$ cat src/rtl/fetch_unit.sv
// Instruction-fetch stage: owns the fetch PC, runs a single-outstanding req/ack
// memory port, and holds one fetched instruction until decode takes it.
module fetch_unit #(
    parameter logic [31:0] RESET_PC     = 32'h0000_0000,
    parameter logic [31:0] BUBBLE_INSTR = 32'h0000_0000
) (
    input  logic        clk,
    input  logic        rst,
    input  logic        redirect,
    input  logic [31:0] redirect_pc,
    input  logic        id_ready,
    output logic        imem_req,
    output logic [31:0] imem_addr,
    input  logic        imem_ack,
    input  logic [31:0] imem_rdata,
    output logic        validF,
    output logic [31:0] pcF,
    output logic [31:0] instrF
);

    typedef enum logic [1:0] {
        IDLE    = 2'd0,
        REQ     = 2'd1,
        DISCARD = 2'd2
    } state_t;

    state_t      state;
    logic [31:0] fetch_pc;
    logic        vld_p0;
    logic [31:0] pc_p0;
    logic [31:0] instr_p0;
    logic        consume;
    logic        capture;
    logic [31:0] redirect_tgt;

    function automatic logic [31:0] align_pc(input logic [31:0] pc);
        return pc & ~32'h0000_0003;
    endfunction

    // Sequential fetch simply wraps at the top of the address space.
    function automatic logic [31:0] inc_pc(input logic [31:0] pc);
        return pc + 32'd4;
    endfunction

    assign consume      = vld_p0 & id_ready;
    assign capture      = (state == REQ) & imem_ack & ~redirect;
    assign redirect_tgt = align_pc(redirect_pc);

    // Control: FSM, fetch PC and buffer-valid flag
    always_ff @(posedge clk or posedge rst) begin
        if (rst) begin
            state    <= IDLE;
            fetch_pc <= RESET_PC;
            vld_p0   <= 1'b0;
        end else begin
            case (state)
                IDLE: begin
                    if (redirect) begin
                        fetch_pc <= redirect_tgt;
                        vld_p0   <= 1'b0;
                    end else if (!vld_p0 || consume) begin
                        state <= REQ;
                        if (consume) vld_p0 <= 1'b0;
                    end
                end
                REQ: begin
                    if (redirect) begin
                        fetch_pc <= redirect_tgt;
                        vld_p0   <= 1'b0;
                        state    <= imem_ack ? IDLE : DISCARD;
                    end else if (imem_ack) begin
                        fetch_pc <= inc_pc(fetch_pc);
                        vld_p0   <= 1'b1;
                        state    <= IDLE;
                    end
                end
                DISCARD: begin
                    // The stale response only retires the access; its data is never kept.
                    if (redirect) fetch_pc <= redirect_tgt;
                    if (imem_ack) state <= IDLE;
                    vld_p0 <= 1'b0;
                end
                default: state <= IDLE;
            endcase
        end
    end

    // Data: instruction buffer, qualified by vld_p0
    always_ff @(posedge clk) begin
        if (capture) begin
            pc_p0    <= fetch_pc;
            instr_p0 <= imem_rdata;
        end
    end

    assign imem_req  = (state != IDLE);
    assign imem_addr = fetch_pc;
    assign validF    = vld_p0;
    assign pcF       = vld_p0 ? pc_p0 : 32'h0000_0000;
    assign instrF    = vld_p0 ? instr_p0 : BUBBLE_INSTR;

endmodule

$ cat config.mk
export PLATFORM = sky130hd
export DESIGN_NAME = fetch_unit
export DESIGN_NICKNAME = d
export VERILOG_FILES = /design/src/rtl/fetch_unit.sv
export SDC_FILE = /design/constraint.sdc
export NUM_CORES = 1
export LEC_CHECK = 0
export ABC_CLOCK_PERIOD_IN_PS = 5200
export BUFFER_PORTS_ARGS = -buffer_cell sky130_fd_sc_hd__buf_4
export CORE_MARGIN = 10
export CORE_UTILIZATION = 50
export CTS_CLUSTER_SIZE = 30
export DETAILED_ROUTE_END_ITERATION = 10
export PLACE_DENSITY = 0.91
export SETUP_SLACK_MARGIN = 0.5
export SLEW_MARGIN = 10
export SYNTH_ARGS = -nofsm -noshare
export SYNTH_HDL_FRONTEND = slang
export SYNTH_SLANG_ARGS = --single-unit
$ cat constraint.sdc
create_clock -name clk -period 5.2 [get_ports clk]
set_clock_uncertainty 0.1 [all_clocks]
set_input_delay 0.26 -clock clk [delete_from_list [all_inputs] [get_ports clk]]
set_output_delay 0.26 -clock clk [all_outputs]
set_load 0.005 [all_outputs]
==> results of run 1 <==
## timing repair
item                                    CTS  global route
hold buffers                             33             0
buffers inserted                          0             0
hold endpoints to repair                 65             0
endpoints found under the setup margin    0             0
## area by class of cell
class                      count  area [sq um]  share of cell area
clock buffer                   9         123.9             0.01959
tap                          108         135.1             0.02137
sequential                    95          2688              0.4251
inverter                      14         52.55            0.008312
timing repair buffer         198          1569              0.2482
multi-input combinational    268          1684              0.2664
clock inverter                 7         70.07             0.01108
## cells in the final DEF, fill, tap and decap left out, types with 5 or more instances in the layout
master	netlist	final
inv_1	14	14
o32ai_1	7	7
nor3_1	6	5
edfxtp_1	62	62
a311oi_1	7	7
buf_4	4	165
o21ai_0	19	19
nor2_1	15	13
nand3_1	12	12
and3_1	6	6
ha_1	6	6
dlygate4sd3_1	0	33
dfrtp_1	33	33
clkbuf_8	0	9
nand2_1	23	23
a2bb2oi_1	5	5
o22a_1	6	6
o22ai_1	6	6
and2_1	66	66
or3_1	7	7
a21oi_1	34	34
## sequential cells by signal, indices dropped and copies added (netlist names)
register,cells
instr_p0,32
state,2
imem_addr,30
validF,1
pc_p0,30
## stage by stage
step,setup slack [ps],area [sq um],utilization
detailed placement,2435,5798,0.6616
finish,2398,6322,0.7214
global placement,2619,5798,0.6616
floorplan,1216,4516,-
global route,2194,6322,0.7214
CTS,2403,6322,0.7214
## final timing paths
kind / endpoint / cells past startpoint
max in group asynchronous: imem_addr[20] / 4
min: imem_addr[3] / 3
min in group asynchronous: imem_addr[5] / 4
min reg2reg: pc_p0[31] / 0
max: pc_p0[21] / 5
max reg2reg: pc_p0[21] / 5
## cell families after synthesis
kind of cell	after synthesis	share of synthesized area
AOI/OAI and AO/OA	100	0.1442
adders and majority gates	6	0.01667
buffers and inverters	38	0.03528
DFF	95	0.5967
muxes	1	0.002222
other	1	0.0008325
and+or+nand+nor	157	0.2042
## routing by layer
metal | wire length (microns) | up-vias | track usage
met5 | 0 | - | 0
met4 | 303 | 0 | 0.06518
met3 | 1609 | 26 | 0.07031
met2 | 6666 | 232 | 0.3401
met1 | 5397 | 1910 | 0.2535
li1 | - | 1840 | -
## worst max-delay path: stages (launching register included)
cell and delay (ps):
dfrtp_1 450, inv_1 140, ha_1 280, nand2_1 150, nor2_4 830, buf_4 490
## power by group
group	leakage (uW)	internal [uW]	switching (uW)
combinational	0.00162	433	497
sequential	0.000920	995	196
clock	0.000101	224	266
total	0.00265	1650	959
==> PnR_summary.wiki, run 1 <==
{| class="wikitable"
! Metric !! Value
|-
| Hold Fails Final Rpt || 0
|-
| Global-route total usage across every layer || 0.2078
|-
| Yosys Warn Count || 0
|-
| Via density per instance || 5.734
|-
| Width of the chip || 114.9 microns
|-
| Number of DRC violations after detailed routing || 0
|-
| Die Y-Extent || 114.9 microns
|-
| Weighted congestion reported at the end of routability-driven placement || 0.8367
|-
| CTS sink cnt || 95
|-
| Critical Path Sink Type || flip-flop
|-
| RSZ-0062 raised after global routing || no
|-
| Maximum buffer depth of the clock tree || 2
|-
| Final Critical Period || 2802 ps
|-
| Number of setup violations in the final report || 0
|-
| Share of final-layout standard cells stronger than drive strength 1 || 0.3232
|-
| Post-Layout Cell Count || 699
|-
| Full die area || 0.01321 sq mm
|-
| Critical R2R Launch || state[1]
|-
| Slew headroom || 0.2831
|-
| Fill count || 598
|-
| Cell taking the most area after synthesis || edfxtp_1
|-
| Core region area || 0.008763 sq mm
|-
| Final HPWL DP || 9.633 mm
|-
| Flop-to-flop setup slack || 2400 ps
|-
| Final TNS setup || 0 ps
|-
| Vias in the first global route || 4038
|-
| Hold path startpoint || redirect_pc[3]
|-
| Count of TritonRoute iterations in the first routing pass || 5
|-
| Post-CTS clock slew at the launch and capture registers of the worst setup and hold paths || 100 ps
|-
| Starting utilization of the core area || 0.5140
|-
| Area overhead of the layout relative to synthesis || 40.36%
|-
| Count leader, synth || and2_1
|-
| Actual transition at the worst max-transition pin || 1073 ps
|-
| Maximum number of pins on one net before global-route repair || 53
|-
| Final antenna-violating net count || 0
|-
| Sequential element share of the synthesized area || 0.5967
|-
| Total leakage power || 0.002646 uW
|-
| Peak fanout along the critical path || 36
|-
| Number of instances resized during post-cts repair || 0
|-
| Number of antenna diodes || 0
|-
| Top flip-flop cell by instance count after synthesis || edfxtp_1
|-
| Fmax achieved || 356.9 MHz
|-
| Htree depth || 3
|-
| # nets final || 661
|-
| Overall Power || 2610 uW
|-
| Remaining global-route overflow || 0
|-
| Cell total after placement || 650
|-
| Asr flop ratio synth || 0.3474
|-
| WL final || 13.98 mm
|-
| Synth Area per Inst || 11.32 sq um
|-
| Site Rows || 34
|-
| Count of cell types in the netlist || 44
|-
| Ranking of synthesized cells by instance count || and2_1, edfxtp_1, a21oi_1, dfrtp_1, nand2_1
|-
| Top cells by area, synth || edfxtp_1, dfrtp_1, and2_1
|-
| Sort of element at the start of the critical path || flip-flop
|-
| Slew Viols, Final || 0
|-
| Io pins || 167
|-
| Flip-flop and latch count after synthesis || 95
|-
| Data required, critical path || 5120 ps
|-
| Classification of the worst setup path || flip-flop to flip-flop
|-
| Tcrit/Tclk final || 0.5388
|-
| Total of max-cap violations || 0
|-
| Worst Hold Class || input port to flip-flop
|-
| Tightest hold margin || 69.14 ps
|-
| Mean routed wirelength per cell || 20.00 microns
|-
| Input/output buffers || 160
|-
| Via count of the routed design || 4008
|-
| Top cell type's share of synthesized area || 0.4133
|-
| TritonCTS clock tree || done
|-
| Global-route wire length before repair || 22.17 mm
|-
| DRC marker count from the first detailed-route iteration || 368
|-
| Buffer type at the clock tree root || clkbuf_8
|-
| Post-Syn Instances || 398
|-
| Worst ir drop on vdd || 200.4 uV
|-
| Status || completed
|-
| Number of flops mapped to enable cells by yosys || 62
|-
| Pwr dens || 412.9 mW/mm^2
|-
| Worst Path Arrival || 2720 ps
|-
| Netlist area before placement || 0.004504 sq mm
|-
| Inserted Clock Buffers || 9
|-
| Number of antenna violations at the first check in global routing || 0
|-
| Critical path origin || state[1]
|-
| Clock insertion delay at the later pin of the skew report || 350 ps
|}
(Power assumes the default switching activity.)
==> run 2, diff against run 1 <==
Settings changed: ABC_AREA set to 1, ABC_CLOCK_PERIOD_IN_PS 5200 to 2600, CORE_UTILIZATION 50 to 51.
Clock period 5.2 ns to 2.6 ns, I/O delays scaled along.
==> run 2 against run 1 <==
Effect of this change:
- register-to-register slack got worse by 1700 ps
- power rose to 2.5 times the previous value
- design area rose by 12%
- critical endpoint is now instrF[7]
- count of clock-buffer cells in the layout did not move
- sequential cell count did not move
==> PnR_summary.wiki, run 2 <==
{| class="wikitable"
! Metric !! Value
|-
| Status || completed (unchanged)
|-
| Fill count || 623 (was 598)
|-
| Worst Hold Class || input port to flip-flop (unchanged)
|-
| WL final || 17.16 mm (was 13.98 mm)
|-
| Area overhead of the layout relative to synthesis || 41.75% (was 40.36%)
|-
| Critical path origin || validF (was state[1])
|-
| Fmax achieved || 506.9 MHz
|-
| Die Y-Extent || 118.8 microns (was 114.9 microns)
|-
| Crit path to || instrF[7] (was pc_p0[21])
|-
| Number of stages on the worst hold path || 3 (unchanged)
|-
| End of the worst register-to-register path || imem_addr[18] (was pc_p0[21])
|-
| Worst ir drop on vdd || 607.2 uV (was 200.4 uV)
|-
| Flip-flop and latch count after synthesis || 95 (unchanged)
|-
| Post-Syn Instances || 619 (was 398)
|-
| Data required, critical path || 2370 ps (was 5120 ps)
|-
| Synth Area per Inst || 8.041 sq um (was 11.32 sq um)
|-
| Top flip-flop cell by instance count after synthesis || edfxtp_1 (unchanged)
|-
| Flop-to-flop setup slack || 650 ps (was 2400 ps)
|-
| Number of flops mapped to enable cells by yosys || 62 (unchanged)
|-
| Tightest hold margin || 3.683 ps (was 69.14 ps)
|-
| Maximum buffer depth of the clock tree || 2 (unchanged)
|-
| Hold Fails Final Rpt || 0 (unchanged)
|-
| Ranking of synthesized cells by instance count || nand2_1, inv_1, nor2_1, edfxtp_1, nand3_1 (was and2_1, edfxtp_1, a21oi_1, dfrtp_1, nand2_1)
|-
| Share of final-layout standard cells stronger than drive strength 1 || 0.2610 (was 0.3232)
|-
| Worst reg2reg path depth || 11 (was 5)
|-
| Count of cell types in the netlist || 31 (was 44)
|-
| Total of max-cap violations || 0 (unchanged)
|-
| Global-route wire length before repair || 27.14 mm (was 22.17 mm)
|-
| Layer carrying the most global-route usage || met2 (unchanged)
|-
| CTS sink cnt || 95 (unchanged)
|-
| Final HPWL DP || 11.35 mm (was 9.633 mm)
|-
| Number of antenna diodes || 0 (unchanged)
|-
| Io pins || 167 (unchanged)
|-
| Most flop-heavy register || instr_p0 (unchanged)
|-
| Remaining global-route overflow || 0 (unchanged)
|-
| Worst Path Arrival || 1740 ps (was 2720 ps)
|-
| Core region area || 0.009371 sq mm (was 0.008763 sq mm)
|-
| Number of antenna violations at the first check in global routing || 0 (unchanged)
|-
| Total leakage power || 0.003657 uW (was 0.002646 uW)
|-
| RSZ-0062 raised after global routing || no (unchanged)
|-
| Via density per instance || 5.158 (was 5.734)
|-
| Mean routed wirelength per cell || 17.73 microns (was 20.00 microns)
|-
| Inserted Clock Buffers || 9 (unchanged)
|-
| Most frequent cells in the layout || nand2_1, buf_4, inv_1 (was buf_4, and2_1, edfxtp_1)
|-
| Asr flop ratio synth || 0.3474 (unchanged)
|-
| Slew Viols, Final || 0 (unchanged)
|-
| # nets final || 909 (was 661)
|-
| Global Route met3 Usage || 0.05807 (was 0.07031)
|-
| Netlist area before placement || 0.004977 sq mm (was 0.004504 sq mm)
|-
| Cell taking the most area after synthesis || edfxtp_1 (unchanged)
|-
| Final Critical Period || 1973 ps
|-
| Vias in the first global route || 5044 (was 4038)
|-
| Input/output buffers || 160 (unchanged)
|-
| Site Rows || 35 (was 34)
|-
| Count of TritonRoute iterations in the first routing pass || 6 (was 5)
|-
| Critical Path Sink Type || primary output (was flip-flop)
|-
| Full die area || 0.01411 sq mm (was 0.01321 sq mm)
|-
| Maximum number of pins on one net before global-route repair || 50 (was 53)
|-
| Top cell type's share of synthesized area || 0.3741 (was 0.4133)
|-
| Final antenna-violating net count || 0 (unchanged)
|-
| Via count of the routed design || 4993 (was 4008)
|-
| Critical R2R Launch || state[1] (unchanged)
|-
| Width of the chip || 118.8 microns (was 114.9 microns)
|-
| Number of setup violations in the final report || 0 (unchanged)
|-
| Pwr dens || 936.5 mW/mm^2 (was 412.9 mW/mm^2)
|-
| Clock insertion delay at the later pin of the skew report || 360 ps (was 350 ps)
|-
| Yosys Warn Count || 0 (unchanged)
|-
| Post-Layout Cell Count || 968 (was 699)
|-
| Sequential element share of the synthesized area || 0.5400 (was 0.5967)
|-
| Sort of element at the start of the critical path || flip-flop (unchanged)
|-
| Post-CTS clock slew at the launch and capture registers of the worst setup and hold paths || 110 ps (was 100 ps)
|-
| Htree depth || 3 (unchanged)
|-
| Routing usage on met2 || 0.4187 (was 0.3401)
|-
| Peak fanout along the critical path || 40 (was 36)
|-
| Number of DRC violations after detailed routing || 0 (unchanged)
|-
| Tcrit/Tclk final || 0.7588
|-
| Largest register FFs || 32 (unchanged)
|-
| Weighted congestion reported at the end of routability-driven placement || 0.8805 (was 0.8367)
|-
| Cell total after placement || 898 (was 650)
|-
| TritonCTS clock tree || done (unchanged)
|-
| Met1 track utilization from global routing || 0.2798 (was 0.2535)
|-
| Starting utilization of the core area || 0.5311 (was 0.5140)
|-
| Most common cell after layout, fill and taps aside || nand2_1 (was buf_4)
|-
| Classification of the worst setup path || flip-flop to primary output (was flip-flop to flip-flop)
|-
| Global-route total usage across every layer || 0.2368 (was 0.2078)
|-
| DRC marker count from the first detailed-route iteration || 754 (was 368)
|-
| Buffer type at the clock tree root || clkbuf_8 (unchanged)
|-
| Count leader, synth || nand2_1 (was and2_1)
|-
| Top cells by area, synth || edfxtp_1, dfrtp_1, nand2_1 (was edfxtp_1, dfrtp_1, and2_1)
|-
| Final TNS setup || 0 ps (unchanged)
|}
-- run 2: changes by cell type after synthesis, moves of 10 or more --
cell,change
a21oi_1,-25
inv_1,+89
nand3_1,+24
and2_1,-64
clkbuf_1,-10
nor2_1,+66
nand2_1,+183
-- run 2: worst min path at each step --
stage / to / slack, ps / startpoint
5_1_grt: imem_addr[29] / 6 / redirect_pc[29]
6_report: imem_addr[3] / 4 / redirect_pc[3]
4_1_cts: imem_addr[30] / 0.8 / redirect_pc[30]
3_3_place_gp: imem_addr[21] / 50 / rst
2_1_floorplan: instr_p0[0] / 130 / imem_rdata[0]
3_5_place_dp: imem_addr[21] / 60 / rst
-- run 2: per-layer routing --
metal / vias up / part of all wire
met5: - / 0
met4: 0 / 0.020
met3: 33 / 0.091
met2: 283 / 0.50
met1: 2344 / 0.39
li1: 2333 / -
-- run 2: layout make-up --
class,count,area (sq um),area share
flip-flops and latches,95,2694,0.3818
clock buffers,9,123.9,0.01756
multi-input cells,399,1812,0.2568
clock inverters,7,61.31,0.008689
inverters,107,409.1,0.05799
well taps,129,161.4,0.02288
repair buffers,222,1794,0.2543
-- run 2: worst max-delay path: stages (launching register included) --
cell and delay, ps:
dfrtp_4 720, buf_4 310, nand2_1 110, inv_1 90
buf_4 120
-- run 2: logic make-up (layout without fill, tap and decap cells) --
group	after synthesis	after routing	share of synthesized area
flops	95	95	0.5400
simple gates	341	342	0.2826
buf+inv	129	345	0.1066
xor+xnor	2	2	0.003520
compound gates	45	45	0.05153
fa+ha+maj	6	6	0.01508
other cells	1	4	0.0007534
-- run 2: power by group --
part	internal (uW)	switching [uW]	leakage [uW]
Combinational	1290	1720	0.00262
Sequential	2090	557	0.000938
Clock	373	578	0.0000965
-- run 2: through the flow --
step                      instance area (sq um)  power [uW]    util  setup slack, ps
after global routing                       7056        7077  0.7529            519.5
after global placement                     6336        5253  0.6761            566.8
final                                      7056        6608  0.7529            627.1
after CTS                                  7017        6454  0.7487            510.2
after floorplan                            5016        4129       -            452.7
after detailed placement                   6336        5402  0.6761            430.8
-- run 2: timing repair --
item / in CTS / in global routing
hold endpoints to repair: 53 / 0
cloned: 1 / 0
endpoints found under the setup margin: 23 / 46
setup buffers: 3 / 4
resized for setup: 1 / 4
pin swaps: 2 / 1
hold buffers: 46 / 0
==> run 3, diff against run 2 <==
Settings changed: ABC_AREA 1 to 0, ABC_CLOCK_PERIOD_IN_PS 2600 to 1600, CORE_UTILIZATION 51 to 45, PLACE_DENSITY 0.91 to 0.87.
Clock period 2.6 ns to 1.6 ns, I/O delays scaled along.
==> run 3 against run 2 <==
Effect of this change:
- the flow now stops in global routing (5_1_grt)
- synthesized cell count decreased by 36%
- synthesized area decreased by 9.5%
==> PnR_summary.wiki, run 3 <==
{| class="wikitable"
! Metric !! Value
|-
| Number of flops mapped to enable cells by yosys || 62 (unchanged)
|-
| Inserted Clock Buffers || 9 (unchanged)
|-
| Cell taking the most area after synthesis || edfxtp_1 (unchanged)
|-
| Number of antenna violations at the first check in global routing || 0
|-
| Final HPWL DP || 11.12 mm (was 11.35 mm)
|-
| Cell total after placement || 745 (was 898)
|-
| Input/output buffers || 160 (unchanged)
|-
| Sequential element share of the synthesized area || 0.5967 (was 0.5400)
|-
| Top flip-flop cell by instance count after synthesis || edfxtp_1 (unchanged)
|-
| WEP type || register input
|-
| First error in the log || [ERROR DPL-0033] detailed placement checks failed during check placement.
|-
| Post-Syn Instances || 398 (was 619)
|-
| Maximum buffer depth of the clock tree || 2 (unchanged)
|-
| Ranking of synthesized cells by instance count || and2_1, edfxtp_1, a21oi_1, dfrtp_1, nand2_1 (was nand2_1, inv_1, nor2_1, edfxtp_1, nand3_1)
|-
| Weighted congestion reported at the end of routability-driven placement || 0.8960 (was 0.8805)
|-
| Netlist area before placement || 0.004504 sq mm (was 0.004977 sq mm)
|-
| Starting utilization of the core area || 0.4608 (was 0.5311)
|-
| Endpoint with the least setup slack after the last repair || imem_addr[31]$_DFFE_PP0P_/D
|-
| Status || did not finish (was completed)
|-
| Top cell type's share of synthesized area || 0.4133 (was 0.3741)
|-
| Count of cell types in the netlist || 44 (was 31)
|-
| Top cells by area, synth || edfxtp_1, dfrtp_1, and2_1 (was edfxtp_1, dfrtp_1, nand2_1)
|-
| Io pins || 167 (unchanged)
|-
| Stage at which the flow ended || global routing (5_1_grt)
|-
| Pre-CTS setup slack || -383.7 ps (was 430.8 ps)
|-
| CTS sink cnt || 95 (unchanged)
|-
| Site Rows || 36 (was 35)
|-
| Yosys Warn Count || 0 (unchanged)
|-
| Synth Area per Inst || 11.32 sq um (was 8.041 sq um)
|-
| Htree depth || 3 (unchanged)
|-
| Die Y-Extent || 120.0 microns (was 118.8 microns)
|-
| Count leader, synth || and2_1 (was nand2_1)
|-
| Width of the chip || 120.0 microns (was 118.8 microns)
|-
| Buffer type at the clock tree root || clkbuf_8 (unchanged)
|-
| Area post-placement || 0.006471 sq mm (was 0.006336 sq mm)
|-
| Maximum number of pins on one net before global-route repair || 34
|-
| Asr flop ratio synth || 0.3474 (unchanged)
|-
| Flip-flop and latch count after synthesis || 95 (unchanged)
|}
==> run 3: cell count changes after synthesis, moves of 24 or more <==
cell	before	now
a21oi_1	9	34
and2_1	2	66
inv_1	103	14
nand2_1	206	23
nand3_1	36	12
nor2_1	81	15
==> run 3: through the flow <==
stage               hold WS (ps)    util
floorplan                  78.87       -
global placement           107.8  0.6621
detailed placement         114.8  0.6621
CTS                        10.30  0.8981
==> run 3: cell families after synthesis <==
logic type / Yosys count / share of synthesized area
and+or+nand+nor: 157 / 0.2042
DFF: 95 / 0.5967
muxes: 1 / 0.002222
other: 1 / 0.0008325
adders and majority gates: 6 / 0.01667
buffers and inverters: 38 / 0.03528
AOI/OAI and AO/OA: 100 / 0.1442
==> run 3: timing repair <==
| action | 4_1_cts |
|---|---|
| setup buffers | 37 |
| setup endpoints to repair | 189 |
| hold endpoints to repair | 88 |
| gates cloned | 18 |
| gates resized for setup | 233 |
| hold buffers | 55 |
| pin swaps | 28 |
==> run 4, diff against run 3 <==
Settings changed: ABC_CLOCK_PERIOD_IN_PS 1600 to 2100, CORE_UTILIZATION 45 to 40, CTS_CLUSTER_SIZE 30 to not set, PLACE_DENSITY 0.87 to not set, PLACE_DENSITY_LB_ADDON set to 0.15, SETUP_SLACK_MARGIN 0.5 to not set.
Clock period 1.6 ns to 2.1 ns, I/O delays scaled along.
==> run 4 against run 3 <==
Effect of this change:
- the run now ends clean
==> PnR_summary.wiki, run 4 (synthesis gave the netlist of run 1 again) <==
{| class="wikitable"
! Metric !! Value
|-
| Maximum buffer depth of the clock tree || 2 (unchanged)
|-
| Most frequent cells in the layout || buf_4, and2_1, edfxtp_1
|-
| Number of antenna diodes || 0
|-
| Critical R2R Launch || imem_addr[12]
|-
| Number of setup violations in the final report || 0
|-
| Core region area || 0.01094 sq mm
|-
| Worst Path Arrival || 2130 ps
|-
| Vias in the first global route || 4017
|-
| Number of antenna violations at the first check in global routing || 0
|-
| Area overhead of the layout relative to synthesis || 54.72%
|-
| Number of stages on the worst hold path || 3
|-
| Worst Hold Class || input port to flip-flop
|-
| Pwr dens || 1057 mW/mm^2
|-
| Worst reg2reg path depth || 5
|-
| Worst ir drop on vdd || 529.4 uV
|-
| Io pins || 167 (unchanged)
|-
| Post-CTS clock slew at the launch and capture registers of the worst setup and hold paths || 70 ps
|-
| Inserted Clock Buffers || 9 (unchanged)
|-
| Maximum number of pins on one net before global-route repair || 41
|-
| Starting utilization of the core area || 0.4119 (was 0.4608)
|-
| Remaining global-route overflow || 0
|-
| Most common cell after layout, fill and taps aside || buf_4
|-
| RSZ-0062 raised after global routing || yes
|-
| Full die area || 0.01591 sq mm
|-
| Site Rows || 38 (was 36)
|-
| Total leakage power || 0.002934 uW
|-
| CTS sink cnt || 95 (unchanged)
|-
| Share of final-layout standard cells stronger than drive strength 1 || 0.3713
|-
| Non-Filler Cell Area, Final || 0.006969 sq mm
|-
| Mean routed wirelength per cell || 18.21 microns
|-
| Peak fanout along the critical path || 5
|-
| Status || completed (was did not finish)
|-
| Overall Power || 7363 uW
|-
| Post-Layout Cell Count || 781
|-
| Global-route total usage across every layer || 0.1684
|-
| Input/output buffers || 160 (unchanged)
|-
| Die Y-Extent || 126.1 microns (was 120.0 microns)
|-
| Via count of the routed design || 4104
|-
| Weighted congestion reported at the end of routability-driven placement || 0.8497 (was 0.8960)
|-
| Slew Viols, Final || 0
|-
| Width of the chip || 126.1 microns (was 120.0 microns)
|-
| WL final || 14.22 mm
|-
| Buffer type at the clock tree root || clkbuf_16 (was clkbuf_8)
|-
| End of the worst register-to-register path || imem_addr[31]
|-
| Critical path origin || imem_addr[12]
|-
| Tcrit/Tclk final || 0.9566
|-
| Clock insertion delay at the later pin of the skew report || 340 ps
|-
| Classification of the worst setup path || flip-flop to flip-flop
|-
| Tightest hold margin || 15.77 ps
|-
| Fmax achieved || 497.8 MHz
|-
| Global-route wire length before repair || 21.71 mm
|-
| Hold path startpoint || redirect_pc[11]
|-
| TritonCTS clock tree || done
|-
| # nets final || 711
|-
| Final antenna-violating net count || 0
|-
| Area post-placement || 0.006110 sq mm (was 0.006471 sq mm)
|-
| Cell total after placement || 712 (was 745)
|-
| Final Critical Period || 2009 ps
|-
| Largest register FFs || 32
|-
| Final HPWL DP || 10.12 mm (was 11.12 mm)
|-
| Sort of element at the start of the critical path || flip-flop
|-
| Count of TritonRoute iterations in the first routing pass || 5
|-
| Total of max-cap violations || 0
|-
| DRC marker count from the first detailed-route iteration || 298
|-
| Number of DRC violations after detailed routing || 0
|-
| Worst Hold End || imem_addr[11]
|-
| Fill count || 913
|-
| Critical Path Sink Type || flip-flop
|-
| Htree depth || 3 (unchanged)
|-
| Final TNS setup || 0 ps
|-
| Most flop-heavy register || instr_p0
|-
| Flop-to-flop setup slack || 90 ps
|-
| Slew headroom || 0.5900
|-
| Actual transition at the worst max-transition pin || 614.3 ps
|-
| Data required, critical path || 2220 ps
|-
| Via density per instance || 5.255
|-
| Hold Fails Final Rpt || 0
|}
[run 4: final cells by class]
cell class                 instances  area, sq um  area share
clock buffer                      11        232.7     0.03339
clock inverter                     5        58.81    0.008438
inverter                          14        52.55    0.007540
multi-input combinational        268         1732      0.2485
sequential                        95         2694      0.3865
tap                              140        175.2     0.02513
timing repair buffer             248         2024      0.2905
[run 4: metrics by stage]
step / worst slack [ps] / utilization
2_1_floorplan: -56.11 / -
3_3_place_gp: 105.0 / 0.5587
3_5_place_dp: 43.99 / 0.5587
4_1_cts: 26.16 / 0.6293
5_1_grt: -55.08 / 0.6373
6_report: 91.23 / 0.6373
[run 4: worst max path at each step]
stage | endpoint | slack (ps)
detailed placement | imem_addr[20] | 40
CTS | imem_addr[20] | 30
global route | imem_addr[20] | -60
floorplan | instr_p0[0] | -60
finish | imem_addr[31] | 90
global placement | imem_addr[20] | 100
[run 4: metal layers]
| layer | GRT usage | routed length, microns | up-vias |
|---|---|---|---|
| met5 | 0 | 0 | - |
| met4 | 0.06162 | 235 | 0 |
| met3 | 0.03985 | 866 | 17 |
| met2 | 0.2776 | 6891 | 158 |
| met1 | 0.2107 | 6230 | 1985 |
| li1 | - | - | 1944 |
[run 4: repair_timing]
item,4_1_cts,5_1_grt
hold endpoints to repair,61,0
hold buffers,48,0
setup buffers,0,4
setup endpoints to repair,0,16
gates resized for setup,0,12
[run 4: critical path: stages (launching register included)]
cell and delay (ps):
dfrtp_1 350, nand4_1 270, or4_4 630, nand2b_4 170, o32ai_1 270, a21oi_1 100
[run 4: where the power goes]
| group | internal, uW | switching [uW] |
|---|---|---|
| sequential | 2470 | 353 |
| combinational | 1440 | 1470 |
| clock | 929 | 700 |
